===== config.mk =====
export PLATFORM = sky130hd
export DESIGN_NAME = fifo_wr_arbiter
export DESIGN_NICKNAME = d
export VERILOG_FILES = /design/src/rtl/fifo_wr_arbiter.sv
export SDC_FILE = /design/constraint.sdc
export NUM_CORES = 1
export LEC_CHECK = 0
export CAP_MARGIN = 10
export CORE_ASPECT_RATIO = 1.5
export CORE_MARGIN = 3
export CORE_UTILIZATION = 32
export CTS_CLUSTER_SIZE = 30
export DETAILED_ROUTE_END_ITERATION = 16
export HOLD_SLACK_MARGIN = 0.12
export PLACE_DENSITY = 0.76
export SLEW_MARGIN = 10
export SYNTH_ARGS = -nofsm -noshare
export SYNTH_HDL_FRONTEND = slang
export SYNTH_SLANG_ARGS = --single-unit

===== constraint.sdc =====
create_clock -name clock -period 1.9 [get_ports clock]
set_input_delay 0.38 -clock clock [delete_from_list [all_inputs] [get_ports clock]]
set_output_delay 0.38 -clock clock [all_outputs]
set_load 0.005 [all_outputs]

===== src/rtl/fifo_wr_arbiter.sv =====
// Round-robin arbiter that shares one FIFO write port among NREQ producers.
// Each grant lasts for at most BURST accepted beats. A grant is followed by one IDLE cycle in which the next owner is picked.
module fifo_wr_arbiter #(
    parameter int NREQ  = 4,
    parameter int DW    = 8,
    parameter int BURST = 4
) (
    input  logic                      clock,
    input  logic                      rst,
    input  logic [NREQ-1:0]           req,
    input  logic [NREQ*DW-1:0]        req_data,
    output logic [NREQ-1:0]           ack,
    input  logic                      fifo_full,
    output logic                      fifo_wr,
    output logic [DW-1:0]             fifo_data_in,
    output logic [$clog2(NREQ)-1:0]   grant_id,
    output logic                      busy
);
    localparam int GW = $clog2(NREQ);
    localparam int CW = $clog2(BURST + 1);

    typedef enum logic {ST_IDLE, ST_BURST} state_t;

    state_t          state_reg;
    logic [GW-1:0]   grant_id_reg;
    logic [GW-1:0]   last_owner_reg;
    logic [CW-1:0]   beat_cnt_reg;
    logic [GW-1:0]   owner_next;
    logic            owner_found;
    logic            owner_req;
    logic            accept;
    logic            last_beat;
    logic [DW-1:0]   slice [NREQ];

    genvar gi;
    generate
        for (gi = 0; gi < NREQ; gi++) begin : g_port
            assign slice[gi] = req_data[gi*DW +: DW];
            assign ack[gi]   = accept && (grant_id_reg == GW'(gi));
        end
    endgenerate

    // Rotating priority: scan upward from the slot after the previous owner.
    always_comb begin
        owner_next  = last_owner_reg;
        owner_found = 1'b0;
        for (int k = 1; k <= NREQ; k++) begin
            if (!owner_found && req[(int'(last_owner_reg) + k) % NREQ]) begin
                owner_found = 1'b1;
                owner_next  = GW'((int'(last_owner_reg) + k) % NREQ);
            end
        end
    end

    assign owner_req    = req[grant_id_reg];
    // Reset kills the write in the same cycle so that an abandoned burst never leaks a beat.
    assign accept       = !rst && (state_reg == ST_BURST) && owner_req && !fifo_full;
    assign last_beat    = (beat_cnt_reg == CW'(BURST - 1));
    assign fifo_wr      = accept;
    assign fifo_data_in = accept ? slice[grant_id_reg] : '0;
    assign grant_id     = grant_id_reg;
    assign busy         = (state_reg == ST_BURST);

    always_ff @(posedge clock) begin
        if (rst) begin
            state_reg      <= ST_IDLE;
            grant_id_reg   <= '0;
            beat_cnt_reg   <= '0;
            last_owner_reg <= GW'(NREQ - 1);
        end else begin
            case (state_reg)
                ST_IDLE: begin
                    if (|req) begin
                        grant_id_reg <= owner_next;
                        beat_cnt_reg <= '0;
                        state_reg    <= ST_BURST;
                    end
                end
                ST_BURST: begin
                    if (!owner_req) begin
                        state_reg      <= ST_IDLE;
                        last_owner_reg <= grant_id_reg;
                    end else if (!fifo_full) begin
                        beat_cnt_reg <= beat_cnt_reg + CW'(1);
                        if (last_beat) begin
                            state_reg      <= ST_IDLE;
                            last_owner_reg <= grant_id_reg;
                        end
                    end
                end
                default: state_reg <= ST_IDLE;
            endcase
        end
    end
endmodule


==> results.json, run 1 <==
{
  "register_area_um2": 161,
  "crit_path_start_kind": "flip-flop",
  "end_kind": "output pin",
  "antennaDiodeCount": 0,
  "hold_viol": 0,
  "tns_ps": -3540,
  "start_util": 0.351,
  "n_fill_cell": 200,
  "postRouteAntennaNets": 0,
  "drt-vias-per-instance": 5.62,
  "layout-drive-gt1-share": 0.333,
  "setup_viol": 12,
  "grt.total_usage": 0.194,
  "yosys_warnings": 0,
  "grt_pass1_wl_um": 4560,
  "synthTopCellsByArea": "mux4_2 (22%), dfxtp_1 (20%), nor2b_1 (6.1%)",
  "finalPower_w": 0.000681,
  "utilization": 0.657,
  "outcome": "complete, but fails checks",
  "syn_area_per_cell_um2": 8.92,
  "die_w_um": 47.4,
  "clkLatencyLatePin_ps": 260,
  "max_slew.worst_pin.slew_ps": 575,
  "antenna_found_initial": 0,
  "place.gp.congestion": 0.850,
  "rr_worst_depth": 5,
  "vdd_drop_max_v": 0.000313,
  "r2r-end": "beat_cnt_reg[1]",
  "syn_area_um2": 821,
  "numCtsBuffers": 3,
  "core_mm2": 0.00234,
  "drc": 0,
  "dp_hpwl_um": 2310,
  "layout_setup_ws_ps": -359,
  "cellLeakagePower_nw": 0.631,
  "synth_cell_types": 34,
  "slew_headroom": 0.607,
  "rrSetupSlack_ps": 330,
  "drt_first_pass_iters": 4,
  "clkSinkCount": 8,
  "synth_top_area_frac": 0.220,
  "cap_viol_max_count": 0,
  "gr-total-overflow": 0,
  "min_path_type": "reg -> reg",
  "yosysTopAreaCell": "mux4_2",
  "clock_path_buffers": 2,
  "path_class": "reg -> out",
  "first_global_vias": 1040,
  "num_rows": 21,
  "post-place-ws_ps": -856,
  "die-area_mm2": 0.00322,
  "clock_skew_ps": 0.269,
  "min_period_over_period": 1.19,
  "syn_nets": 133,
  "routed_wl_um": 3060,
  "crit_path_end": "fifo_data_in[6]",
  "power.density_mw_per_mm2": 443,
  "period_needed_ps": 2260,
  "largest_reg_flops": 3,
  "num_io_pins": 55,
  "fmax_mhz": 443,
  "crit_required_ps": 1520,
  "seq_area_frac_synth": 0.195,
  "violations": "setup timing",
  "avgRoutedWirePerCell_um": 16.5,
  "fp.dieH_um": 68.0,
  "holdBufCountCts": 0,
  "worstPathMaxFanout": 4,
  "area_growth_pct": 87.2,
  "cts.clk_slew.worst_paths_ps": 50,
  "nets": 205,
  "postSynthCellCount": 92,
  "grt_max_degree": 16,
  "worstPathArrival_ps": 1880,
  "synth_seq_cells": 8,
  "drtIter0Drc": 28,
  "cts_tree": "built",
  "vias": 1040,
  "r2r_start": "grant_id[1]",
  "clock-root-buffer": "clkbuf_4",
  "crit_start": "grant_id[1]",
  "multi_input_area_um2": 658,
  "maxSlewViolCount": 0,
  "port_buffers": 54,
  "grt_setup_unrepaired": "yes",
  "cts_max_level": 1
}
power breakdown:
group	total, W	switching (W)	internal [W]
Sequential	0.000200	0.0000168	0.000183
Clock	0.000136	0.0000630	0.0000726
Combinational	0.000345	0.000125	0.000220
cells in the mapped netlist:
master,count
o311ai_1,1
nor3b_1,1
nor2_1,8
nor2b_1,8
nor3_1,2
nand4b_1,1
a2111oi_0,1
a21o_4,1
nand2b_1,5
a21bo_1,1
or4b_1,1
nand3_1,3
a21o_1,3
inv_1,4
nand4_1,3
nand2_1,2
clkbuf_1,4
inv_2,1
mux4_2,8
buf_2,2
o21a_1,1
a222oi_1,1
o21ai_0,3
and3_1,1
a31o_1,1
mux2_2,1
mux2i_1,2
a211oi_1,1
ha_1,2
o41ai_1,2
nand3b_1,2
dfxtp_1,8
a31o_2,1
a21oi_1,6
final cells by class:
class | count | area share
multi-input combinational | 74 | 0.428
sequential | 8 | 0.105
timing repair buffer | 72 | 0.421
tap | 23 | 0.0187
inverter | 5 | 0.0122
clock buffer | 3 | 0.0147
timing repair:
item / in CTS / in global routing
buffers inserted: 8 / 1
pin swaps: 3 / 2
gates resized for setup: 70 / 3
endpoints found under the setup margin: 13 / 14
gates cloned: 1 / 0
cells by family (layout without fill, tap and decap cells):
group	count (synthesis)	in the layout	share of synthesized area
AO/OA/AOI/OAI	23	24	0.207
adder cells (fa/ha/maj)	2	2	0.0305
buffers and inverters	11	80	0.0533
flip-flops	8	8	0.195
multiplexers	11	11	0.258
AND/OR/NAND/NOR	37	37	0.256
stage by stage:
stage	hold slack [ps]	area, um^2	std cells
final	472	1540	185
after global routing	498	1540	185
after CTS	476	1530	185
after detailed placement	468	1440	173
after global placement	456	1440	173
after floorplan	451	821	92
metal layers:
metal / share of wire / vias up / wire [um] / global-route usage
li1: - / 495 / - / -
met1: 0.36 / 484 / 1100 / 0.203
met2: 0.50 / 58 / 1520 / 0.352
met3: 0.13 / 3 / 399 / 0.0500
met4: 0.011 / 0 / 35 / 0.0727
met5: 0 / - / 0 / 0
worst max-delay path, cell delays in order (launching register included):
cell,delay [ps]
dfxtp_2,330
mux2i_2,160
or4b_4,550
a21o_4,230
buf_6,120
nor2b_1,100
buf_2,130
worst min path at each step:
stage                    startpoint              end  cells past startpoint
floorplan           beat_cnt_reg[2]  beat_cnt_reg[2]                      2
global placement    beat_cnt_reg[2]  beat_cnt_reg[2]                      2
detailed placement  beat_cnt_reg[2]  beat_cnt_reg[2]                      2
CTS                 beat_cnt_reg[2]  beat_cnt_reg[2]                      2
global route        beat_cnt_reg[2]  beat_cnt_reg[2]                      2
finish              beat_cnt_reg[2]  beat_cnt_reg[2]                      2
cells in the final DEF, fill, tap and decap left out, drive strengths merged, types with 2 or more instances in the layout:
master,n
a21o,5
nand4,3
nand2b,5
a21oi,6
inv,5
nor3,2
o41ai,2
nor2,8
nand3,3
dlygate4sd2,5
a31o,2
clkdlybuf4s50,36
ha,2
nor2b,8
clkbuf,3
nand2,2
nand3b,2
mux4,8
mux2i,2
o21ai,3
dfxtp,8
clkdlybuf4s15,2
buf,29
Power figures use the tool's default switching activity.
==> run 2: changes to the inputs <==
--- a/config.mk
+++ b/config.mk
@@ -5,6 +5,7 @@
 export SDC_FILE = /design/constraint.sdc
 export NUM_CORES = 1
 export LEC_CHECK = 0
+export ABC_CLOCK_PERIOD_IN_PS = 1900
 export CAP_MARGIN = 10
 export CORE_ASPECT_RATIO = 1.5
 export CORE_MARGIN = 3
==> results of run 2 <==
Same layout as run 1: the final DEF is identical, and so are final timing and power.
